**config.mk**
```make
export PLATFORM = sky130hd
export DESIGN_NAME = apb_uart_tx
export DESIGN_NICKNAME = d
export VERILOG_FILES = /design/src/rtl/apb_uart_tx.sv
export SDC_FILE = /design/constraint.sdc
export NUM_CORES = 1
export LEC_CHECK = 0
export CAP_MARGIN = 20
export CORE_ASPECT_RATIO = 0.5
export CORE_UTILIZATION = 50
export CTS_CLUSTER_DIAMETER = 40
export DETAILED_ROUTE_END_ITERATION = 10
export GPL_ROUTABILITY_DRIVEN = 1
export PLACE_DENSITY = 0.79
export SYNTH_ARGS = -nofsm -noshare
export SYNTH_HDL_FRONTEND = slang
export SYNTH_SLANG_ARGS = --single-unit
```
**constraint.sdc**
```tcl
create_clock -name PCLK -period 4.3 [get_ports PCLK]
set_input_delay 0.645 -clock PCLK [delete_from_list [all_inputs] [get_ports PCLK]]
set_output_delay 0.645 -clock PCLK [all_outputs]
set_load 0.03 [all_outputs]
```
**src/rtl/apb_uart_tx.sv**
```systemverilog
// APB3 zero-wait slave with a small TX FIFO feeding an 8N1 serializer.
// Register map: 0x0 TXDATA, 0x4 STATUS, 0x8 BAUDDIV, 0xC CTRL.
module apb_uart_tx #(
  parameter int unsigned FIFO_DEPTH  = 4,
  parameter logic [15:0] DEFAULT_DIV = 16'd433,
  parameter int unsigned CNT_W       = 3
) (
  input  logic        PCLK,
  input  logic        PRESETn,
  input  logic        PSEL,
  input  logic        PENABLE,
  input  logic        PWRITE,
  input  logic [31:0] PADDR,
  input  logic [31:0] PWDATA,
  output logic [31:0] PRDATA,
  output logic        PREADY,
  output logic        PSLVERR,
  output logic        txd,
  output logic        tx_busy,
  output logic        irq
);

  localparam int unsigned AW = (FIFO_DEPTH > 1) ? $clog2(FIFO_DEPTH) : 1;

  typedef enum logic [1:0] {S_IDLE, S_START, S_DATA, S_STOP} state_e;

  logic [7:0]       mem [FIFO_DEPTH];
  logic [AW-1:0]    wr_ptr, rd_ptr;
  logic [CNT_W-1:0] count;
  logic             full, empty;

  logic [15:0] baud_div;
  logic        ie;

  state_e      state, state_d;
  logic [15:0] bitlen, bitlen_d;
  logic [15:0] baud_cnt, baud_cnt_d;
  logic [2:0]  bit_idx, bit_idx_d;
  logic [7:0]  shreg, shreg_d;
  logic        bit_done, pop, txd_d;

  logic access, aligned, sel_tx, sel_st, sel_div, sel_ctrl, push;
  logic unused_bits;

  assign unused_bits = ^{PADDR[31:4], PWDATA[31:16]};

  assign full     = (count == CNT_W'(FIFO_DEPTH));
  assign empty    = (count == '0);
  assign bit_done = (baud_cnt == bitlen);

  // APB decode; every aligned offset in PADDR[3:0] maps to a register
  always_comb begin
    access   = PSEL & PENABLE;
    aligned  = (PADDR[1:0] == 2'b00);
    sel_tx   = aligned && (PADDR[3:2] == 2'd0);
    sel_st   = aligned && (PADDR[3:2] == 2'd1);
    sel_div  = aligned && (PADDR[3:2] == 2'd2);
    sel_ctrl = aligned && (PADDR[3:2] == 2'd3);
    push     = access & PWRITE & sel_tx & ~full;
    PREADY   = access;
    PSLVERR  = access & (~aligned | (PWRITE & (sel_st | (sel_tx & full))));
  end

  always_comb begin
    PRDATA = '0;
    if (PSEL && !PWRITE) begin
      if (sel_st)   PRDATA = 32'({count, empty, full, tx_busy});
      if (sel_div)  PRDATA = {16'h0000, baud_div};
      if (sel_ctrl) PRDATA = {31'h0, ie};
    end
  end

  always_ff @(posedge PCLK) begin
    if (!PRESETn) begin
      baud_div <= DEFAULT_DIV;
      ie       <= 1'b0;
    end else if (access && PWRITE) begin
      if (sel_div)  baud_div <= PWDATA[15:0];
      if (sel_ctrl) ie       <= PWDATA[0];
    end
  end

  // FIFO storage is not reset; pointers and count define its contents
  always_ff @(posedge PCLK) begin
    if (push) mem[wr_ptr] <= PWDATA[7:0];
  end

  always_ff @(posedge PCLK) begin
    if (!PRESETn) begin
      wr_ptr <= '0;
      rd_ptr <= '0;
      count  <= '0;
    end else begin
      if (push) wr_ptr <= wr_ptr + AW'(1);
      if (pop)  rd_ptr <= rd_ptr + AW'(1);
      case ({push, pop})
        2'b10:   count <= count + CNT_W'(1);
        2'b01:   count <= count - CNT_W'(1);
        default: count <= count;
      endcase
    end
  end

  // Serializer state and datapath registers
  always_ff @(posedge PCLK) begin
    if (!PRESETn) begin
      state    <= S_IDLE;
      bitlen   <= '0;
      baud_cnt <= '0;
      bit_idx  <= '0;
      shreg    <= '0;
      txd      <= 1'b1;
      tx_busy  <= 1'b0;
      irq      <= 1'b0;
    end else begin
      state    <= state_d;
      bitlen   <= bitlen_d;
      baud_cnt <= baud_cnt_d;
      bit_idx  <= bit_idx_d;
      shreg    <= shreg_d;
      txd      <= txd_d;
      tx_busy  <= (state_d != S_IDLE);
      irq      <= ie & empty & ~tx_busy;
    end
  end

  always_comb begin
    state_d    = state;
    bitlen_d   = bitlen;
    baud_cnt_d = baud_cnt;
    bit_idx_d  = bit_idx;
    shreg_d    = shreg;
    case (state)
      S_IDLE: ;
      S_START: begin
        if (bit_done) begin
          state_d    = S_DATA;
          baud_cnt_d = '0;
          bit_idx_d  = '0;
        end else begin
          baud_cnt_d = baud_cnt + 16'd1;
        end
      end
      S_DATA: begin
        if (bit_done) begin
          baud_cnt_d = '0;
          shreg_d    = {1'b0, shreg[7:1]};
          if (bit_idx == 3'd7) state_d   = S_STOP;
          else                 bit_idx_d = bit_idx + 3'd1;
        end else begin
          baud_cnt_d = baud_cnt + 16'd1;
        end
      end
      S_STOP: begin
        if (bit_done) begin
          state_d    = S_IDLE;
          baud_cnt_d = '0;
        end else begin
          baud_cnt_d = baud_cnt + 16'd1;
        end
      end
      default: state_d = S_IDLE;
    endcase
    // A pop starts a new frame straight away, also back-to-back after STOP
    if (pop) begin
      state_d    = S_START;
      shreg_d    = mem[rd_ptr];
      bitlen_d   = baud_div;
      baud_cnt_d = '0;
    end
  end

  always_comb begin
    pop   = ~empty & ((state == S_IDLE) | ((state == S_STOP) & bit_done));
    txd_d = 1'b1;
    case (state_d)
      S_START: txd_d = 1'b0;
      S_DATA:  txd_d = shreg_d[0];
      default: txd_d = 1'b1;
    endcase
  end

endmodule

```
# Yosys cells after proc, flatten, opt, wreduce, memory -nomap -nowiden
# Memories as Yosys holds them, arrays and structs flattened. A register that Yosys moved wholly into a read port is not among the register bits.
# Cells that the tools add are included.
[classes]
muxes = 24
bitwise = 19
n_reduce_logical = 22
eq_ne = 16
add_sub_neg = 6
[ops]
columns = ["cell", "n"]
rows = [
  ["$mux W32", 3],
  ["$mux W8", 3],
  ["$add A16 B1 Y16 const B", 1],
  ["$eq A16 B16 Y1", 1],
  ["$mux W16", 1],
  ["$mux W2", 7],
  ["$eq A2 B2 Y1 const B", 6],
  ["$pmux W3 S2", 2],
  ["$and A1 B1 Y1", 11],
  ["$reduce_bool A2 Y1", 5],
  ["$mux W3", 3],
  ["$eq A2 B1 Y1 const B", 4],
  ["$add A3 B1 Y3 const B", 2],
  ["$eq A3 B3 Y1 const B", 2],
  ["$logic_and A1 B1 Y1", 6],
  ["$logic_not A2 Y1", 3],
  ["$mux W6", 1],
  ["$ne A2 B2 Y1 const B", 3],
  ["$pmux W2 S3", 1],
  ["$reduce_and A2 Y1", 3],
  ["$not A1 Y1", 5],
  ["$add A2 B1 Y2 const B", 2],
  ["$reduce_and A4 Y1", 1],
  ["$logic_not A3 Y1", 1],
  ["7 further kinds", 10],
]
[totals]
mem_count = 1
regBits = 72
inputBits = 69
wordCells = 102
mem_bits_rw = 32
[mem_list]
columns = ["name", "depth", "width", "read_ports", "rd_ports_with_merged_regs", "write_ports", "line", "text"]
rows = [
  ["mem", 4, 8, 1, 1, 1, "27", "logic [7:0] mem [FIFO_DEPTH];"],
]

# Depth between registers and ports, before layout
[logic_depth]
depth_word = 7
depth_mapped = 11
depth_no_buf = 9

# Worst setup path before layout
# No wires, ideal clock.
[synth_path]
path_type = "input -> register"
startpoint = "input port PSEL"
endpoint = "register count[2]"
arrival_ps = 2805
path_stages = 10
setup_slack_ps = 1425
path_buffers = 1
path_cell_list = "and2_1 clkbuf_1 nand3_1 nor3_2 inv_1 ha_1 fa_1 xnor2_1 or3_1 a21oi_1"
[synth_between]
elab_chain_cells = 6
[synth_rtl]
columns = ["element", "line", "text"]
rows = [
  ["from (decl)", "10", "input logic PSEL,"],
  ["$and A1 B1 Y1 (*)", "53", "access = PSEL & PENABLE;"],
  ["net PREADY", "16", "output logic PREADY,"],
  ["$and A1 B1 Y1 (*) (3 in a row)", "59", "push = access & PWRITE & sel_tx & ~full;"],
  ["$eq A2 B1 Y1 / $eq A2 B2 Y1 (equally long branches)", "96", "case ({push, pop})"],
  ["$pmux W3 S2 / $reduce_bool A2 Y1 (equally long branches)", "n/a", ""],
  ["to (signal assigned)", "97", "2'b10: count <= count + CNT_W'(1);"],
  ["to (signal assigned)", "98", "2'b01: count <= count - CNT_W'(1);"],
  ["to (signal assigned)", "99", "default: count <= count;"],
  ["to (decl)", "29", "logic [CNT_W-1:0] count;"],
]
# The timed path passes the listed nets; every way through them passes the cells marked *.
# A chain may end at the register's enable or synchronous reset.

# Final worst setup path
[layout_path]
startpoint = "input port PADDR[1]"
endpoint = "output port PRDATA[8]"
[layout_between]
elab_chain_cells = 5
[layout_rtl]
columns = ["element", "line", "text"]
rows = [
  ["from (decl)", "13", "input logic [31:0] PADDR,"],
  ["$logic_not A2 Y1 (*)", "54", "aligned = (PADDR[1:0] == 2'b00);"],
  ["$logic_and A1 B1 Y1", "57", "sel_div = aligned && (PADDR[3:2] == 2'd2);"],
  ["$mux W32", "68", "if (sel_div) PRDATA = {16'h0000, baud_div};"],
  ["$mux W32 (*)", "69", "if (sel_ctrl) PRDATA = {31'h0, ie};"],
  ["$mux W32 (*)", "66", "if (PSEL && !PWRITE) begin"],
  ["to (decl)", "15", "output logic [31:0] PRDATA,"],
]
# Every way passes the cells marked *; elsewhere a longest branch is shown, timed or not.

==> qor.txt <==
die area -> 0.01044 sq mm
library cells used by synthesis -> 56
Diodes inserted -> 0
hpwl dp -> 7.091 mm
io pins -> 106
PwrDens -> 469.2 mW/mm^2
vias post-DR -> 3,624
Peak VDD IR -> 0.2586 mV
WS Path Type -> in -> out
# nets final -> 613
CTS root buffer -> clkbuf_16
GP Congestion -> 0.8217
Max Cap Violations -> 0
Power Internal -> 1.802 mW
Async S/R FF share, synth -> 0%
PostCTS Resize Cnt -> 0
Min-Delay Path Class -> reg -> reg
DR WL/cell -> 15.11 um
NetSw -> 902.5 uW
total core area -> 0.009572 sq mm
Skew-Pair Late Insertion Delay -> 0.35 ns
period utilization -> 85.17%
RSZ-0062 raised after global routing -> no
P&R area growth vs syn -> 15.12%
cts hold-fix bufs -> 0
Yosys warnings -> 0
vias in the first global route -> 3,315
Max Fanout on Critical Path -> 10
Seq. cell area -> 0.002442 sq mm
critical path capture point type -> primary output
Clock power frac -> 29.7%
share of layout cells above drive strength 1 -> 6.667%
I/O Buffers -> 45
drt drc -> 0
first-pass GRT wire length -> 16.93 mm
final wirelength -> 10.20 mm
post-layout minimum cycle time -> 3.662 ns
relative slew slack -> 42.20%
Die Wd -> 143.5 um
Final Hold Fails -> 0
Via density -> 5.369
largest net degree at the start of global routing -> 54
Flop pwr share -> 43.8%
Syn Area/Cell -> 10.01 sq um
Slew Viols, Final -> 0
placed insts -> 657
Pleak -> 2.175 nW
Syn Inst Count -> 500
DRT Pass-1 Iters -> 5
CTS Sinks -> 106
Netlist Area Pre-Place -> 0.005006 sq mm
footprint of the multi-input gates -> 0.002328 sq mm
gr ovfl total -> 0
Comb power frac -> 26.5%
status -> completed
skew final -> 0.006828 ns
number of setup violations in the final report -> 0
register area share after synthesis -> 48.79%
Switching Fraction -> 33.37%
Setup TNS -> 0 ns
CTS Buffer Depth -> 2
H-Tree Depth -> 3
Required @ worst endpoint -> 3.65 ns
highest clock rate -> 273.1 MHz
Synth Flop Type -> dfxtp_1
Final ANT Viol Nets -> 0
clock-pin slew on the worst setup and hold paths -> 0.07 ns
Tightest Pin Transition -> 0.8670 ns
Total GRT Usage -> 21.46%
Rows -> 25
Finished Layout Cells -> 675
arrival time at the worst endpoint -> 3.02 ns
# fillers -> 768
Setup Buffers After CTS -> 0
Starting Density -> 52.30%
Post-synth EDFFs -> 32
Die H -> 72.76 um
CTS tree -> done
startpoint type of the worst setup path -> primary input
Synth Register Bits -> 106
initial antenna violation count -> 0
TritonCTS Buffers -> 9
initial DRC count -> 225
[per-stage QoR]
stage	power (mW)	utilization, %	hold slack (ns)	worst slack (ns)	area (sq um)
after floorplan	1.792	-	0.4203	1.425	5062
after global placement	1.892	56.97	0.4506	0.6626	5453
after detailed placement	1.910	56.97	0.4575	0.6486	5453
after CTS	2.707	60.05	0.4768	0.6368	5748
after global routing	2.847	60.21	0.4972	0.4555	5763
final	2.704	60.21	0.4731	0.6378	5763
[layout make-up]
type / count / area share (%)
multi-input cells: 356 / 40.40
repair buffers: 50 / 8.380
flip-flops and latches: 106 / 42.38
inverters: 12 / 0.7816
clock inverters: 7 / 1.216
clock buffers: 9 / 3.908
well taps: 135 / 2.931
[worst max-delay path, stage by stage]
cell	delay, ns
clkdlybuf4s50_1	0.40
nor2_1	0.28
nand3b_1	0.29
nor2_1	0.51
and2_1	0.21
clkdlybuf4s50_1	0.68
[cells in the mapped netlist (all sizes together), types with 2 or more instances]
library cell | count | area share (%)
nor2 | 40 | 3.0
nor2b | 9 | 1.1
mux2i | 23 | 4.6
a21boi | 2 | 0.30
mux2 | 6 | 1.3
nand3b | 2 | 0.30
clkbuf | 15 | 1.1
edfxtp | 32 | 19
dfxtp | 74 | 30
nand2b | 7 | 0.87
ha | 8 | 2.0
nor4 | 4 | 1.0
a211oi | 6 | 1.0
inv | 11 | 0.82
or3 | 5 | 0.62
o21ai | 17 | 1.7
a22oi | 5 | 0.75
mux4 | 8 | 4.1
nor3 | 5 | 0.60
nand3 | 12 | 1.2
a21oi | 20 | 2.0
and2 | 15 | 1.9
nand2 | 83 | 6.2
buf | 26 | 3.9
nand4 | 7 | 0.87
xnor2 | 8 | 1.4
xor2 | 25 | 4.4
and3 | 3 | 0.37
o211ai | 2 | 0.30
o2111ai | 2 | 0.35
[per-layer routing]
| layer | GRT usage (%) | wire, um | vias to the layer above |
|---|---|---|---|
| met4 | 5.083 | 78 | 0 |
| met1 | 31.66 | 5045 | 1731 |
| li1 | - | - | 1782 |
| met5 | 0 | 0 | - |
| met3 | 4.921 | 532 | 11 |
| met2 | 31.98 | 4539 | 100 |
[cells in the final DEF (no fill, tap or decap), drive strengths merged, types with 2 or more instances in the layout]
| cell | synthesis | layout |
|---|---|---|
| a211oi | 6 | 6 |
| a21boi | 2 | 2 |
| a21oi | 20 | 20 |
| a22oi | 5 | 5 |
| and2 | 15 | 15 |
| and3 | 3 | 3 |
| buf | 26 | 6 |
| clkbuf | 15 | 9 |
| clkdlybuf4s50 | 0 | 44 |
| clkinv | 1 | 5 |
| conb | 1 | 16 |
| dfxtp | 74 | 74 |
| edfxtp | 32 | 32 |
| ha | 8 | 8 |
| inv | 11 | 14 |
| mux2 | 6 | 6 |
| mux2i | 23 | 23 |
| mux4 | 8 | 8 |
| nand2 | 83 | 83 |
| nand2b | 7 | 7 |
| nand3 | 12 | 12 |
| nand3b | 2 | 2 |
| nand4 | 7 | 7 |
| nor2 | 40 | 40 |
| nor2b | 9 | 9 |
| nor3 | 5 | 5 |
| nor4 | 4 | 4 |
| o2111ai | 2 | 2 |
| o211ai | 2 | 2 |
| o21ai | 17 | 17 |
| or3 | 5 | 5 |
| xnor2 | 8 | 8 |
| xor2 | 25 | 25 |
[power by group through the flow]
stage	clock, mW	combinational, mW	sequential (mW)
finish	0.804	0.716	1.18
global route	0.858	0.793	1.20
CTS	0.814	0.710	1.18
detailed placement	0	0.706	1.20
global placement	0	0.692	1.20
floorplan	0	0.637	1.16
[kinds of logic after synthesis]
logic type                 count (synthesis)  share of synthesized area [%]
other                                      1                        0.07491
xor gates and xnor gates                  33                          5.774
adders and majority gates                  9                          2.399
DFF                                      106                          48.79
muxes                                     37                          10.07
AOI/OAI and AO/OA                         65                          8.324
buffers and inverters                     53                          5.898
and+or+nand+nor                          196                          18.67
[path summary, 6_finish.rpt]
path / slack, ns / from / cells past startpoint / end
setup / recovery: 0.64 / PADDR[1] / 6 / PRDATA[8]
hold / removal: 0.47 / bitlen[15] / 2 / bitlen[15]
setup reg to reg: 1.39 / baud_cnt[8] / 9 / count[2]
hold reg to reg: 0.47 / bitlen[15] / 2 / bitlen[15]
[sequential cells by signal (all words and copies together) (netlist names), named ones only]
| name | cells |
|---|---|
| rd_ptr | 2 |
| count | 3 |
| baud_cnt | 16 |
| txd | 1 |
| bit_idx | 3 |
| tx_busy | 1 |
| irq | 1 |
| mem | 32 |
| wr_ptr | 2 |
| shreg | 8 |
| state | 2 |
| baud_div | 16 |
| bitlen | 16 |
| ie | 1 |
No activity file was read; power rests on OpenSTA's default activity.
==> edit 1: new RTL, same settings <==
The parameter `CNT_W` goes from 3 to 4.
--- a/src/rtl/apb_uart_tx.sv
+++ b/src/rtl/apb_uart_tx.sv
@@ -3,7 +3,7 @@
 module apb_uart_tx #(
   parameter int unsigned FIFO_DEPTH  = 4,
   parameter logic [15:0] DEFAULT_DIV = 16'd433,
-  parameter int unsigned CNT_W       = 3
+  parameter int unsigned CNT_W       = 4
 ) (
   input  logic        PCLK,
   input  logic        PRESETn,
Check against the original RTL: no difference found for any inputs over 4 cycles, from zero or initial values and one cycle with PRESETn low; that may be too few to reach the edited logic, so the function may still have changed.
==> edit 1 against the unedited design <==
  * Sequential cell count grew 1
  * Combinational power up 34%
  * Power rose by 9.1%
  * Sequential power rose by 4%
  * Worst setup slack improved by 0.085 ns
  * Sequential share of layout area grew 0.89 points
  * First-iteration DRC count grew 52%
  * Non-clock buffer count up 2
  * Synthesized cell count is 0.80% higher
  * Wire length rose by 2.3%
  * Design area decreased by 1.3%
  * Synthesized area shrank 1.1%
  * Critical path type unchanged
  * Largest power group unchanged
  * Highest routed layer unchanged
==> edit 1: results (changes against the unedited design) <==
metric	value	unit	change
ys_seq_area_share	49.7	%	+0.93 points
cts-buffers-inserted	9		unchanged
postSynthCellCount	504		+0.80%
drive_gt1_share	6.30	%	-0.37 points
setup_tns	0	ns	unchanged
grt_pass1_vias	3409		+2.8%
nNetsFinal	614		+0.16%
largest_register	mem		
wire_per_inst	15.5	µm	+2.3%
synth_compound_area_share	10.4	%	+2.0 points
grt_pass1_wl	17300	µm	+2.0%
drt-vias-per-instance	5.47		+1.8%
finClkSkew	0.0115	ns	+0.00463 ns
outcome	complete, no violations		
gp_congestion	0.818		-0.46%
ir_worst_vdd	0.000313	V	+21%
dpl.cell_count	658		+0.15%
crit_fanout	9		-1
dp_hpwl	7180	µm	+1.3%
yosys-top-cells-count	dfxtp_1 (75), nand2_1 (47), nor2_1 (44)		
grt_start_max_net_pins	50		-7.4%
final-instance-count-excl-fill	675		unchanged
worstMarginPinSlew	0.933	ns	+0.0658 ns
grt_usage	21.8	%	+0.35 points
drtIter0Drc	341		+52%
post_dp_cell_area	5410	µm²	-0.76%
power_leakage	0.00209	µW	-4.1%
synth.area.mux_share	6.49	%	-3.6 points
synth_xor_area_share	6.37	%	+0.59 points
synthAdderAreaFrac	2.53	%	+0.13 points
ys_top_cells_by_area	dfxtp_1 (30%), edfxtp_1 (19%), xor2_1 (5.0%), a21oi_1 (3.9%), mux4_2 (3.6%)		
synth.distinct_cells	46		-18%
## edit 1: cells by family (layout without fill, tap and decap cells)
logic type / count (synthesis) / in the layout
flip-flops: 107 / 107
AO/OA/AOI/OAI: 89 / 89
multiplexers: 22 / 22
XOR/XNOR: 36 / 36
adder cells (fa/ha/maj): 10 / 10
other: 1 / 16
AND/OR/NAND/NOR: 186 / 186
buffers and inverters: 53 / 74
## edit 1: report_power, final
part | internal, µW | total [µW] | switching (µW) | leakage [µW]
Sequential | 1130 | 1230 | 102 | 0.000896
Combinational | 357 | 961 | 604 | 0.00106
Clock | 396 | 760 | 363 | 0.000125
## edit 1: metrics by stage
| step | worst slack, ns | power, µW |
|---|---|---|
| after CTS | 0.741 | 2950 |
| after global routing | 0.507 | 3120 |
| final | 0.722 | 2950 |
| after detailed placement | 0.743 | 2200 |
| after floorplan | 1.31 | 2000 |
| after global placement | 0.770 | 2180 |
## edit 1: layer usage
| metal | share of wire, % | up-vias | GRT usage, % |
|---|---|---|---|
| met5 | 0 | - | 0 |
| met4 | 0.83 | 0 | 6.33 |
| met3 | 6.3 | 9 | 5.74 |
| met2 | 46 | 138 | 34.2 |
| met1 | 47 | 1745 | 29.9 |
| li1 | - | 1799 | - |
## edit 1: worst paths after layout
check	start	endpoint	slack, ns	cells past startpoint
setup / recovery	PADDR[1]	PRDATA[11]	0.72	6
setup reg to reg	baud_cnt[13]	count[2]	0.82	14
hold reg to reg	ie	irq	0.46	2
hold / removal	ie	irq	0.46	2
## edit 1: cell type report
type	count	area, µm²
Multi-Input combinational cell	359	2260
Fill cell	780	3850
Inverter	6	22.5
Tap cell	135	169
Sequential cell	107	2460
Clock inverter	5	38.8
Timing Repair Buffer	52	503
Clock buffer	11	233
==> edit 2: new RTL, same settings <==
Without the edit above. Make the reset (`PRESETn`) asynchronous in 3 clocked blocks.
--- a/src/rtl/apb_uart_tx.sv
+++ b/src/rtl/apb_uart_tx.sv
@@ -70,7 +70,7 @@
     end
   end
 
-  always_ff @(posedge PCLK) begin
+  always_ff @(posedge PCLK or negedge PRESETn) begin
     if (!PRESETn) begin
       baud_div <= DEFAULT_DIV;
       ie       <= 1'b0;
@@ -85,7 +85,7 @@
     if (push) mem[wr_ptr] <= PWDATA[7:0];
   end
 
-  always_ff @(posedge PCLK) begin
+  always_ff @(posedge PCLK or negedge PRESETn) begin
     if (!PRESETn) begin
       wr_ptr <= '0;
       rd_ptr <= '0;
@@ -102,7 +102,7 @@
   end
 
   // Serializer state and datapath registers
-  always_ff @(posedge PCLK) begin
+  always_ff @(posedge PCLK or negedge PRESETn) begin
     if (!PRESETn) begin
       state    <= S_IDLE;
       bitlen   <= '0;
Formal check against the unedited RTL: differs if PRESETn is asserted again (counterexample within 4 cycles, from zero or initial values and one cycle with PRESETn low); with PRESETn held inactive, the same outputs for 4 cycles.
==> edit 2 against the unedited design <==
  * Sequential cell count shrank 2
  * Design area down 0.22%
  * Largest power group unchanged
  * Power rose by 15%
  * Global-route usage shrank 2.1 points
  * Cell count fell by 14%
  * Worst setup slack better by 0.028 ns
  * Critical endpoint is now PRDATA[9]
  * Wire length is 12% lower
  * Synthesized area down 1.3%
==> edit 2: results (changes against the unedited design) <==
metric	value	unit	change
outcome	complete, no violations		
drive_gt1_share	18.1	%	+11 points
nNetsFinal	516		-16%
relSlewSlack	43.9	%	+1.7 points
synth_top_cell_area_share	33.4	%	+3.9 points
crit_fanout	10		unchanged
ir_worst_vdd	0.000285	V	+10%
yosys-top-cells-count	dfrtp_1 (66), nand2_1 (34), mux2_2 (33)		
met1_usage	25.5	%	-6.2 points
hold_class	in2async		
use_met2	32.7	%	+0.69 points
async_flop_share	69.2	%	+69 points
p_int	2100	µW	+17%
ys.warnings.count	0		unchanged
hold_ws	0.126	ns	-0.347 ns
pwr-share-seq	45.2	%	+1.4 points
drt-vias-per-instance	5.24		-2.4%
p_total	3120	µW	+15%
gp_congestion	0.825		+0.37%
wl_met2	4390	µm	-3.3%
grt_usage	19.4	%	-2.1 points
post_dp_cell_area	5440	µm²	-0.28%
syn_area_per_cell	12.6	µm²	+26%
reg2reg_slack	1.53	ns	+0.14 ns
htree_levels	3		unchanged
grt_pass1_wl	15100	µm	-11%
r2r_start	baud_cnt[12]		
grt_pass1_vias	3072		-7.3%
ys_seq_area_share	56.1	%	+7.3 points
slowest_delay	0.66	ns	-0.02 ns
cts_resized	0		unchanged
synth.distinct_cells	50		-11%
rr_worst_depth	10		+1
synth-main-ff-cell	dfrtp_1		
use_met3	4.49	%	-0.43 points
dp_hpwl	6430	µm	-9.3%
reg2reg_to	count[2]		
dpl.cell_count	562		-14%
wl_met1	4010	µm	-20%
finalCritPeriodShare	84.5	%	-0.65 points
pre_cts_ws	0.694	ns	+0.0452 ns
finClkSkew	0.00761	ns	+0.000781 ns
power_leakage	0.00243	µW	+12%
pg_clk	848	µW	+5.5%
cp-endpoint	PRDATA[9]		
wl	8980	µm	-12%
ys_top_cells_by_area	dfrtp_1 (33%), edfxtp_1 (19%), mux2_2 (7.5%), xor2_1 (4.4%), mux4_2 (3.6%)		
final.fill_count	731		-4.8%
grt_start_max_net_pins	67		+24%
wl_met3	463	µm	-13%
-- edit 2: changes by cell type after synthesis, moves of 6 or more --
cell	delta
clkbuf_1	-14
dfrtp_1	+66
nor2_1	-8
mux2i_1	-22
nand2b_1	-6
mux4_2	+7
dfstp_2	+6
a21oi_1	-15
a22oi_1	+6
mux4_1	-7
nand2_1	-49
dfxtp_1	-74
mux2_2	+28
-- edit 2: area by class of cell --
cell class | count | area (µm²) | area share (%)
multi-input cells | 263 | 1980 | 34.5
inverters | 11 | 41.3 | 0.718
clock inverters | 5 | 58.8 | 1.02
clock buffers | 11 | 254 | 4.42
repair buffers | 49 | 475 | 8.27
well taps | 135 | 169 | 2.94
flip-flops and latches | 104 | 2770 | 48.2
-- edit 2: logic make-up after synthesis --
logic type | synth area share (%)
muxes | 11.4
xor gates and xnor gates | 6.21
AOI/OAI and AO/OA | 6.13
DFF | 56.1
and+or+nand+nor | 12.7
other | 0.0759
buffers and inverters | 4.99
adders and majority gates | 2.43
